===== config.mk =====
export PLATFORM = sky130hd
export DESIGN_NAME = mult_div_unit
export DESIGN_NICKNAME = d
export VERILOG_FILES = /design/src/rtl/mult_div_unit.sv
export SDC_FILE = /design/constraint.sdc
export NUM_CORES = 1
export LEC_CHECK = 0
export ABC_CLOCK_PERIOD_IN_PS = 3750
export CORE_MARGIN = 2
export CORE_UTILIZATION = 40
export CTS_CLUSTER_SIZE = 30
export DETAILED_ROUTE_END_ITERATION = 8
export GPL_TIMING_DRIVEN = 0
export PLACE_DENSITY = 0.73
export SLEW_MARGIN = 20
export SYNTH_ARGS = -nofsm -noshare
export SYNTH_HDL_FRONTEND = slang
export SYNTH_SLANG_ARGS = --single-unit

===== constraint.sdc =====
create_clock -name clk -period 3.75 [get_ports clk]
set_clock_uncertainty 0.15 [all_clocks]
set_input_delay 0.75 -clock clk [delete_from_list [all_inputs] [get_ports clk]]
set_output_delay 0.75 -clock clk [all_outputs]
set_load 0.05 [all_outputs]

===== src/rtl/mult_div_unit.sv =====
// Iterative radix-2 multiply/divide unit for MIPS mult/multu/div/divu.
// Results land in HI/LO; div_zero pulses with done when the divisor is 0.
module mult_div_unit #(
  parameter int WIDTH = 32
) (
  input  logic             clk,
  input  logic             reset,
  input  logic             start,
  input  logic             op,
  input  logic             sgn,
  input  logic [WIDTH-1:0] a,
  input  logic [WIDTH-1:0] b,
  output logic             busy,
  output logic             done,
  output logic             div_zero,
  output logic [WIDTH-1:0] hi,
  output logic [WIDTH-1:0] lo
);

  localparam int CW = $clog2(WIDTH + 1);

  typedef enum logic [1:0] {
    IDLE,
    ITER,
    FIX,
    DONE
  } state_t;

  state_t               state_q, state_d;
  logic [CW-1:0]        cnt_q, cnt_d;
  logic [WIDTH-1:0]     ma_q, ma_d;
  logic [WIDTH-1:0]     mb_q, mb_d;
  logic [2*WIDTH-1:0]   p_q, p_d;
  logic                 op_q, op_d;
  logic                 neg_q, neg_d;
  logic                 rneg_q, rneg_d;
  logic                 dz_q, dz_d;
  logic [WIDTH-1:0]     hi_q, hi_d;
  logic [WIDTH-1:0]     lo_q, lo_d;

  logic [WIDTH-1:0]     a_mag, b_mag;
  logic [WIDTH:0]       msum;
  logic [2*WIDTH-1:0]   mul_nxt;
  logic [WIDTH:0]       rem_sh, diff;
  logic [2*WIDTH-1:0]   div_nxt;
  logic [2*WIDTH-1:0]   prod;
  logic [WIDTH-1:0]     quo, rem;

  always_comb begin
    a_mag = (sgn && a[WIDTH-1]) ? -a : a;
    b_mag = (sgn && b[WIDTH-1]) ? -b : b;

    // p holds {acc_hi, multiplier} for mult, {rem, dividend/quotient} for div
    msum    = {1'b0, p_q[2*WIDTH-1:WIDTH]}
            + (p_q[0] ? {1'b0, ma_q} : '0);
    mul_nxt = {msum, p_q[WIDTH-1:1]};

    rem_sh  = {p_q[2*WIDTH-1:WIDTH], p_q[WIDTH-1]};
    diff    = rem_sh - {1'b0, mb_q};
    div_nxt = {diff[WIDTH] ? rem_sh[WIDTH-1:0] : diff[WIDTH-1:0],
               p_q[WIDTH-2:0], ~diff[WIDTH]};

    prod = neg_q ? -p_q : p_q;
    quo  = neg_q ? -p_q[WIDTH-1:0] : p_q[WIDTH-1:0];
    rem  = rneg_q ? -p_q[2*WIDTH-1:WIDTH] : p_q[2*WIDTH-1:WIDTH];
  end

  always_comb begin
    state_d = state_q;
    cnt_d   = cnt_q;
    ma_d    = ma_q;
    mb_d    = mb_q;
    p_d     = p_q;
    op_d    = op_q;
    neg_d   = neg_q;
    rneg_d  = rneg_q;
    dz_d    = dz_q;
    hi_d    = hi_q;
    lo_d    = lo_q;
    unique case (state_q)
      IDLE, DONE: begin
        state_d = IDLE;
        if (start) begin
          ma_d   = a_mag;
          mb_d   = b_mag;
          op_d   = op;
          neg_d  = sgn & (a[WIDTH-1] ^ b[WIDTH-1]);
          rneg_d = sgn & a[WIDTH-1];
          p_d    = op ? {{WIDTH{1'b0}}, a_mag}
                      : {{WIDTH{1'b0}}, b_mag};
          if (op && b == '0) begin
            dz_d    = 1'b1;
            state_d = DONE;
          end else begin
            dz_d    = 1'b0;
            cnt_d   = CW'(WIDTH);
            state_d = ITER;
          end
        end
      end
      ITER: begin
        p_d   = op_q ? div_nxt : mul_nxt;
        cnt_d = cnt_q - CW'(1);
        if (cnt_q == CW'(1)) state_d = FIX;
      end
      FIX: begin
        if (op_q) begin
          hi_d = rem;
          lo_d = quo;
        end else begin
          hi_d = prod[2*WIDTH-1:WIDTH];
          lo_d = prod[WIDTH-1:0];
        end
        state_d = DONE;
      end
      default: state_d = IDLE;
    endcase
  end

  always_ff @(posedge clk or negedge reset) begin
    if (!reset) begin
      state_q <= IDLE;
      cnt_q   <= '0;
      ma_q    <= '0;
      mb_q    <= '0;
      p_q     <= '0;
      op_q    <= 1'b0;
      neg_q   <= 1'b0;
      rneg_q  <= 1'b0;
      dz_q    <= 1'b0;
      hi_q    <= '0;
      lo_q    <= '0;
    end else begin
      state_q <= state_d;
      cnt_q   <= cnt_d;
      ma_q    <= ma_d;
      mb_q    <= mb_d;
      p_q     <= p_d;
      op_q    <= op_d;
      neg_q   <= neg_d;
      rneg_q  <= rneg_d;
      dz_q    <= dz_d;
      hi_q    <= hi_d;
      lo_q    <= lo_d;
    end
  end

  assign busy     = (state_q == ITER) || (state_q == FIX);
  assign done     = (state_q == DONE);
  assign div_zero = (state_q == DONE) && dz_q;
  assign hi       = hi_q;
  assign lo       = lo_q;

endmodule


==> results of run 1 <==
-- worst min path at each step --
stage	start	end	slack (ns)	depth (start not counted)
6_report	ma_q[7]	ma_q[7]	0.33	2
3_3_place_gp	ma_q[11]	ma_q[11]	0.31	2
5_1_grt	ma_q[26]	ma_q[26]	0.36	2
2_1_floorplan	ma_q[31]	ma_q[31]	0.29	2
4_1_cts	ma_q[12]	ma_q[12]	0.33	2
3_5_place_dp	ma_q[12]	ma_q[12]	0.32	2
-- placed cells by master (no fill, tap or decap), drive strengths merged, types with 9 or more instances in the layout --
cell type      instances
o221ai                 9
and3                  12
xnor2                 84
mux2i                 37
nor4                  29
o31ai                 24
o21a                  14
nor3                  35
buf                   35
dfrtp                204
clkdlybuf4s50        133
mux2                  36
a21o                  35
nand2                181
a31oi                 16
nor2                 211
inv                   63
o21ai                134
clkbuf               122
nand3                 23
a21oi                201
or4                   16
or3                   23
a211oi                26
nand2b                26
o41ai                 16
and2                  38
ha                    73
xor2                  87
nand4                 10
o211ai                17
a22oi                 17
-- layer usage --
layer	up-vias	share of wire [%]	track usage, %
met5	-	0	0
met4	0	4.2	11.1
met3	137	8.8	5.87
met2	710	46	45.4
met1	7586	41	37.8
li1	7191	-	-
-- metrics by stage --
step           TNS [ns]  worst slack (ns)  instance area [sq um]  cells
3_3_place_gp   -1460.56             -6.96                  17700   2563
4_1_cts               0           0.00116                  18900   2621
3_5_place_dp     -54.98             -1.24                  17700   2565
2_1_floorplan         0             0.164                  15700   1911
6_report              0            0.0683                  19000   2623
5_1_grt        -0.00812          -0.00812                  19000   2622
-- state kept, by name, indices dropped and copies added (netlist names) --
signal   count
mb_q        32
neg_q        1
dz_q         1
op_q         1
rneg_q       1
ma_q        32
lo          32
hi          32
p_q         64
cnt_q        6
state_q      2
-- power groups by stage --
stage                     Clock, W  Sequential, W  Combinational (W)
after floorplan                  0        0.00497            0.00692
after global placement           0        0.00417             0.0113
after detailed placement         0        0.00420             0.0114
after CTS                  0.00274        0.00416             0.0117
after global routing       0.00283        0.00430             0.0129
final                      0.00272        0.00418             0.0120
-- worst min-delay path, delay by kind of cell, from the launching register on --
family	cells	cell delay, ns
DFF	1	0.34
AOI/OAI and AO/OA	1	0.06
and+or+nand+nor	1	0.05
-- cells by family (layout without fill, tap and decap cells) --
kind of cell             count (synthesis)  count (layout)
AO/OA/AOI/OAI                          567             567
XOR/XNOR                               171             171
adder cells (fa/ha/maj)                 75              75
buffers and inverters                  178             371
flip-flops                             204             204
multiplexers                            73              73
other                                    0               1
AND/OR/NAND/NOR                        643             643
-- repair_timing --
action / CTS / global route
pin swaps: 4 / 7
setup endpoints to repair: 61 / 56
hold buffers: 1 / 0
endpoints found under the hold margin: 48 / 0
setup buffers: 9 / 5
resized for setup: 44 / 29
-- cell type report --
| cell class | count | area [sq um] |
|---|---|---|
| fillers | 3660 | 19600 |
| multi-input cells | 1529 | 10100 |
| flip-flops and latches | 204 | 5110 |
| repair buffers | 151 | 1520 |
| clock buffers | 31 | 721 |
| well taps | 518 | 648 |
| plain buffers | 109 | 448 |
| inverters | 63 | 246 |
| clock inverters | 17 | 208 |
| diodes | 1 | 2.50 |
==> flow_summary.yaml, run 1 <==
status:
  status: "completed"
routing:
  wl_microns: 59300
  drt_first_pass_iters: 5
  drt_iter0_drc: 1301
  viasPerCell: 5.96
  ant_nets: 0
  via_count: 15600
  drc: 0
  routedWlPerCell_microns: 22.6
pwr:
  p_int_w: 0.00912
  pwr-share-clk_pct: 14.4
  seqPwrFrac_pct: 22.1
  swShare_pct: 51.7
  power_density_nw_per_um2: 993
  finalPower_w: 0.0189
  cellLeakagePower_nw: 8.10
  ir_drop_mv: 0.407
  p_sw_w: 0.00976
  comb_power_share_pct: 63.4
synth:
  synth_fa_ha_area_share_pct: 6.08
  synth_mux_area_share_pct: 4.95
  yosys.area.top_type_share_pct: 32.6
  synth-seq-cells: 204
  synth_simple_gate_area_share_pct: 19.9
  synth-xor-area-share_pct: 9.60
  syn_area_sq_um: 15700
  synth_edf_count: 0
  syn_avg_cell_area_sq_um: 8.20
  ys_seq_area_share_pct: 32.6
  yosys-top-cells-area: "dfrtp_1, a21oi_1, ha_1"
  yosysMostFrequentCell: "nor2_1"
  ys_async_sr_fraction_pct: 100
  synth_nets: 2055
  synth_top_area_cell: "dfrtp_1"
  synthCells: 1911
  ys.flop_type: "dfrtp_1"
  yosys_warnings: 0
  synth_common_cells: "nor2_1, dfrtp_1, a21oi_1"
  synth_cell_types: 83
  synth_top_family_by_area: "compound AO/OA/AOI/OAI gates"
  synth-compound-area-share_pct: 22.6
floorplanning:
  dieArea_sq_um: 40800
  start_util_pct: 40.6
  io_pins: 136
  rows: 72
  fp.coreArea_sq_um: 38600
  fp.dieH_microns: 202
  fp.dieW_microns: 202
finish:
  final_util_pct: 49.2
  drive_gt1_share_pct: 8.79
  final_nets: 2228
  syn_to_final_growth_pct: 21.2
grt:
  grt-ovfl-total: 0
  gr-usage-all-layers_pct: 28.4
  grt_pass1_wl_microns: 89500
  grt_pass1_vias: 15000
  grt_max_degree: 99
  antenna_found_initial: 0
placed_design:
  gp_congestion: 1.01
  numPortBuffers: 134
  post-dp-hpwl_microns: 46400
sta:
  fin_crit_sh_pct: 98.2
  hold_violations: 0
  maxSlewViolCount: 0
  timing.max_slew.rel_slack_pct: 23.3
  hold_ws_ns: 0.326
  tightest_slew_ns: 1.15
  fmax_mhz: 272
  fin_crit_ns: 3.68
  finalSetupViolations: 0
min_path:
  min_path_type: "flip-flop to flip-flop"
worst_setup_path:
  crit_start: "p_q[36]"
  reg2reg_slack_ns: 0.07
  slowest_stage: "dfrtp_1"
  reg2reg_depth: 12
  path_cells: "ha_1, o211ai_1, a21oi_4, o21ai_4, a211o_1, a311o_1, xnor2_4, buf_6, buf_4, mux2_2, nand2_1, o311ai_0"
  critPathMaxStageDelay_ns: 0.54
  crit_end: "p_q[39]"
  cp-end-kind: "flip-flop"
  cp.arrival_ns: 3.92
  r2r-end: "p_q[39]"
  cp.depth: 12
  critPathKind: "flip-flop to flip-flop"
  critPathMaxFanout: 7
  cp_top_family: "compound AO/OA/AOI/OAI gates"
  r2r-start: "p_q[36]"
  startpoint_type: "flip-flop"
  required_ns: 3.99
  cp_num_buf_inv: 2
flow_run:
  cap_violations: 0
clock_tree:
  worstSkewPairLatency_ns: 0.55
  cts_sinks: 204
  cts_buffer_depth: 3
  h-tree-depth: 1
  cts_tree: "done"
  path_clk_slew_ns: 0.06
  cts_made_buffers: 26
  root_buffer: "clkbuf_16"
No activity file was read; power rests on OpenSTA's default activity.
==> run 2, diff against run 1 <==
- CORE_UTILIZATION: 40 -> 30
- PLACE_DENSITY: 0.73 -> 0.61
==> run 2 against run 1 <==
Wire length up 5.8%; cell count up 6.3%; utilization down 12 points; sequential share of layout area down 0.40 points; combinational power about the same; largest cell class unchanged; non-clock buffer count up 9.
==> flow_summary.yaml, run 2 (synthesized netlist as in run 1, its figures left out) <==
status:
  status: "completed"
grt:
  grt_max_degree: 88
  gr-usage-all-layers_pct: 22.6
  grt-ovfl-total: 0
  grt_pass1_vias: 15200
  grt_pass1_wl_microns: 92800
  antenna_found_initial: 2
finish:
  regMostFlops: "p_q"
  mostFrequentLayoutCell: "nor2_1"
  diodes: 0
  final_nets: 2237
  drive_gt1_share_pct: 9.20
  syn_to_final_growth_pct: 23.0
  fin_cells: 2789
  mostFrequentLayoutCells: "nor2_1, dfrtp_1, a21oi_1, nand2_1, clkdlybuf4s50_1"
  largest_reg_flops: 64
worst_setup_path:
  critPathMaxStageDelay_ns: 0.53
  required_ns: 3.98
  critPathMaxFanout: 10
  path_cells: "ha_1, clkbuf_1, nand2_1, a21oi_1, nor2_1, a211o_1, a311o_1, xnor2_4, buf_12, buf_4, mux2_2, nand2_1, o311ai_0"
  reg2reg_slack_ns: 0.09
  critPathKind: "flip-flop to flip-flop"
  cp-end-kind: "flip-flop"
  cp.depth: 13
  reg2reg_depth: 13
  slowest_stage: "dfrtp_1"
  crit_top_cell: "nand2_1"
  r2r-start: "p_q[46]"
  r2r-end: "p_q[39]"
  cp.arrival_ns: 3.89
  crit_end: "p_q[39]"
  startpoint_type: "flip-flop"
  cp_top_family: "compound AO/OA/AOI/OAI gates"
  crit_start: "p_q[46]"
  cp_num_buf_inv: 3
floorplanning:
  fp.coreArea_sq_um: 51500
  dieArea_sq_um: 54100
  io_pins: 136
  fp.dieW_microns: 233
  rows: 83
  fp.dieH_microns: 233
  start_util_pct: 30.4
flow_run:
  cap_violations: 0
routing:
  viasPerCell: 5.60
  ant_nets: 0
  via_count: 15600
  drc: 0
  drt_iter0_drc: 1450
  routedWlPerCell_microns: 22.5
  drt_first_pass_iters: 5
  wl_microns: 62800
sta:
  maxSlewViolCount: 0
  fin_crit_ns: 3.66
  finalSetupViolations: 0
  hold_violations: 0
  fin_tns_setup_ns: 0
  rsz0062_at_grt: "true"
  fin_crit_sh_pct: 97.6
  tightest_slew_ns: 1.09
  hold_ws_ns: 0.325
  timing.max_slew.rel_slack_pct: 27.6
  fmax_mhz: 273
clock_tree:
  cts_made_buffers: 26
  path_clk_slew_ns: 0.05
  root_buffer: "clkbuf_16"
  worstSkewPairLatency_ns: 0.56
  h-tree-depth: 1
  cts_tree: "done"
  cts_buffer_depth: 3
  cts_sinks: 204
pwr:
  power_density_nw_per_um2: 978
  ir_drop_mv: 0.435
  cellLeakagePower_nw: 8.13
  finalPower_w: 0.0189
placed_design:
  numPortBuffers: 134
  place_inst: 2727
  post-dp-hpwl_microns: 49700
  gp_congestion: 0.968
min_path:
  min_path_type: "flip-flop to flip-flop"
run 2: through the flow:
stage | instance area, sq um | utilization [%] | worst slack (ns)
after floorplan | 15700 | - | 0.164
after global placement | 17900 | 34.7 | -7.13
after detailed placement | 17900 | 34.8 | -1.21
after CTS | 19100 | 37.0 | 0.00455
after global routing | 19300 | 37.4 | -0.0639
final | 19300 | 37.4 | 0.0903
run 2: worst min-delay path, cell delays in order (launching register included):
cell and delay [ns]:
dfrtp_1 0.34, nand2_1 0.04, o21ai_0 0.06
run 2: per-layer routing:
metal | global-route usage, % | vias up | wire (microns)
met2 | 35.6 | 673 | 28300
li1 | - | 7195 | -
met3 | 4.42 | 139 | 4800
met1 | 30.7 | 7608 | 27000
met4 | 8.46 | 2 | 2640
met5 | 0 | - | 11
run 2: how the worst min path moves through the flow:
stage | from | endpoint | slack, ns | cells past startpoint
after global routing | ma_q[27] | ma_q[27] | 0.36 | 2
after CTS | ma_q[26] | ma_q[26] | 0.33 | 2
final | ma_q[26] | ma_q[26] | 0.32 | 2
after floorplan | ma_q[31] | ma_q[31] | 0.29 | 2
after detailed placement | ma_q[26] | ma_q[26] | 0.32 | 2
after global placement | ma_q[0] | ma_q[0] | 0.31 | 2
run 2: cell type report:
class	instances	area, sq um
fill	5344	32200
buffer	110	473
inverter	63	246
tap	680	851
timing repair buffer	159	1590
clock inverter	9	129
multi-input combinational	1529	10100
clock buffer	35	736
sequential	204	5110
run 2: timing repair:
action | 4_1_cts | 5_1_grt
buffers inserted | 8 | 14
pin swaps | 5 | 13
hold endpoints to repair | 53 | 0
gates resized for setup | 48 | 37
setup endpoints to repair | 73 | 58
hold buffers | 1 | 0
run 2: where the power goes:
part           switching [W]  internal [W]
Combinational        0.00780       0.00426
Clock                0.00102       0.00157
Sequential          0.000993       0.00323
==> run 3, diff against run 2 <==
- CTS_CLUSTER_DIAMETER: not set -> 50
==> run 3 against run 2 <==
Cell count rose by 0.18%; largest cell class unchanged; worst setup slack got worse by 0.015 ns; maximum frequency fell by 0.42%; total power rose by 0.99%; wire length barely moved; critical path depth rose by 1; via count rose by 0.20%; clock power rose by 8.5%; flip-flop and latch count did not move; cell area rose by 0.24%; register-to-register slack got worse by 0.02 ns; global-route usage rose by 0.053 points.
==> flow_summary.yaml, run 3 (synthesized netlist as in run 1, its figures left out) <==
status:
  status: "completed"
sta:
  hold_violations: 0
  finalSetupViolations: 0
  fin_crit_sh_pct: 98.0
  tightest_slew_ns: 1.17
  hold_ws_ns: 0.324
  fin_tns_setup_ns: 0
  maxSlewViolCount: 0
  fin_crit_ns: 3.68
  fmax_mhz: 272
  timing.max_slew.rel_slack_pct: 22.3
  fin_ws_ns: 0.0750
  rsz0062_at_grt: "true"
placed_design:
  post-dp-hpwl_microns: 49700
  dp_slack_ns: -1.21
  numPortBuffers: 134
  gp_congestion: 0.968
worst_setup_path:
  required_ns: 4.03
  path_cells: "inv_1, ha_4, fa_1, nand2b_4, a21oi_4, o21ai_2, a211o_1, a311o_1, xnor2_4, buf_12, buf_8, buf_6, a221oi_1, o21ai_0"
  crit_start: "p_q[31]"
  reg2reg_slack_ns: 0.07
  cp-end-kind: "flip-flop"
  r2r-start: "p_q[31]"
  reg2reg_depth: 14
  slowest_stage: "a311o_1"
  r2r-end: "p_q[59]"
  critPathMaxFanout: 10
  crit_end: "p_q[59]"
  cp.arrival_ns: 3.95
  startpoint_type: "flip-flop"
  critPathMaxStageDelay_ns: 0.40
  critPathKind: "flip-flop to flip-flop"
routing:
  drt_first_pass_iters: 6
  drt_iter0_drc: 1443
  viasPerCell: 5.60
  wl_microns: 62800
  via_count: 15600
  ant_nets: 0
  drc: 0
  routedWlPerCell_microns: 22.5
floorplanning:
  rows: 83
  dieArea_sq_um: 54100
  start_util_pct: 30.4
  fp.coreArea_sq_um: 51500
  fp.dieW_microns: 233
  io_pins: 136
  fp.dieH_microns: 233
clock_tree:
  cts_buffer_depth: 3
  worstSkewPairLatency_ns: 0.59
  root_buffer: "clkbuf_16"
  cts_tree: "done"
  path_clk_slew_ns: 0.06
  cts_sinks: 204
  h-tree-depth: 1
  cts_made_buffers: 29
finish:
  mostFrequentLayoutCell: "nor2_1"
  syn_to_final_growth_pct: 23.3
  multi_input_area_sq_um: 10100
  final_nets: 2233
  drive_gt1_share_pct: 9.38
  largest_reg_flops: 64
  regMostFlops: "p_q"
  num-fill-cells: 5351
  seqCellArea_sq_um: 5110
  mostFrequentLayoutCells: "nor2_1, a21oi_1, dfrtp_1, nand2_1, clkdlybuf4s50_1"
pwr:
  finalPower_w: 0.0190
  power_density_nw_per_um2: 985
  ir_drop_mv: 0.437
  cellLeakagePower_nw: 8.18
grt:
  met2_usage_pct: 35.9
  grt_util_met1_pct: 30.8
  grt_max_degree: 88
  use_met3_pct: 4.07
  antenna_found_initial: 1
  grt-ovfl-total: 0
  grt_pass1_wl_microns: 93000
  gr-usage-all-layers_pct: 22.7
  busiest_layer: "met2"
  grt_pass1_vias: 15200
flow_run:
  cap_violations: 0
min_path:
  holdCritStartpoint: "ma_q[26]"
  min_path_type: "flip-flop to flip-flop"
==> run 3: cell types whose count changed in the layout (fill, tap and decap cells not counted), sizes merged <==
cell,before,now
clkinvlp,4,5
diode,0,2
clkinv,4,8
inv,61,67
bufinv,3,1
buf,43,37
==> run 3: repair_timing <==
action / in CTS / in global routing
hold buffers: 1 / 0
buffers inserted: 7 / 9
endpoints found under the hold margin: 53 / 0
setup endpoints to repair: 71 / 57
pin swaps: 5 / 11
gates resized for setup: 45 / 38
==> run 3: power breakdown <==
part | switching, W | internal (W) | total (W)
clock network | 0.00116 | 0.00165 | 0.00281
logic | 0.00779 | 0.00424 | 0.0120
registers | 0.000988 | 0.00323 | 0.00421
==> run 3: worst max-delay path, delay by kind of cell (launching register included) <==
family | cells | cell delay, ns
simple gates | 1 | 0.18
buf+inv | 4 | 0.61
fa+ha+maj | 2 | 0.61
flops | 1 | 0.37
compound gates | 6 | 1.45
xor+xnor | 1 | 0.16
==> run 3: per-layer routing <==
metal | share of wire (%) | routed length (microns)
met1 | 42 | 26600
met3 | 8.5 | 5340
met4 | 3.7 | 2330
met2 | 45 | 28600
met5 | 0 | 0
==> run 3: how the worst min path moves through the flow <==
stage / end / slack, ns / cells after the start
floorplan: ma_q[31] / 0.29 / 2
global placement: ma_q[0] / 0.31 / 2
detailed placement: ma_q[26] / 0.32 / 2
CTS: ma_q[26] / 0.33 / 2
global route: ma_q[27] / 0.36 / 2
finish: ma_q[26] / 0.32 / 2
==> run 3: area by class of cell <==
cell class                      instances  share of cell area (%)
Clock inverter                         18                   0.880
Multi-Input combinational cell       1529                    52.3
Tap cell                              680                    4.40
Sequential cell                       204                    26.5
Buffer                                109                    2.40
Inverter                               63                    1.28
Timing Repair Buffer                  153                    8.03
Antenna cell                            2                  0.0259
Clock buffer                           36                    4.25
==> run 3: per-stage QoR <==
step | util, % | std cells | cell area [sq um]
6_report | 37.5 | 2794 | 19300
5_1_grt | 37.5 | 2792 | 19300
4_1_cts | 37.2 | 2788 | 19200
3_5_place_dp | 34.8 | 2727 | 17900
3_3_place_gp | 34.7 | 2725 | 17900
2_1_floorplan | - | 1911 | 15700
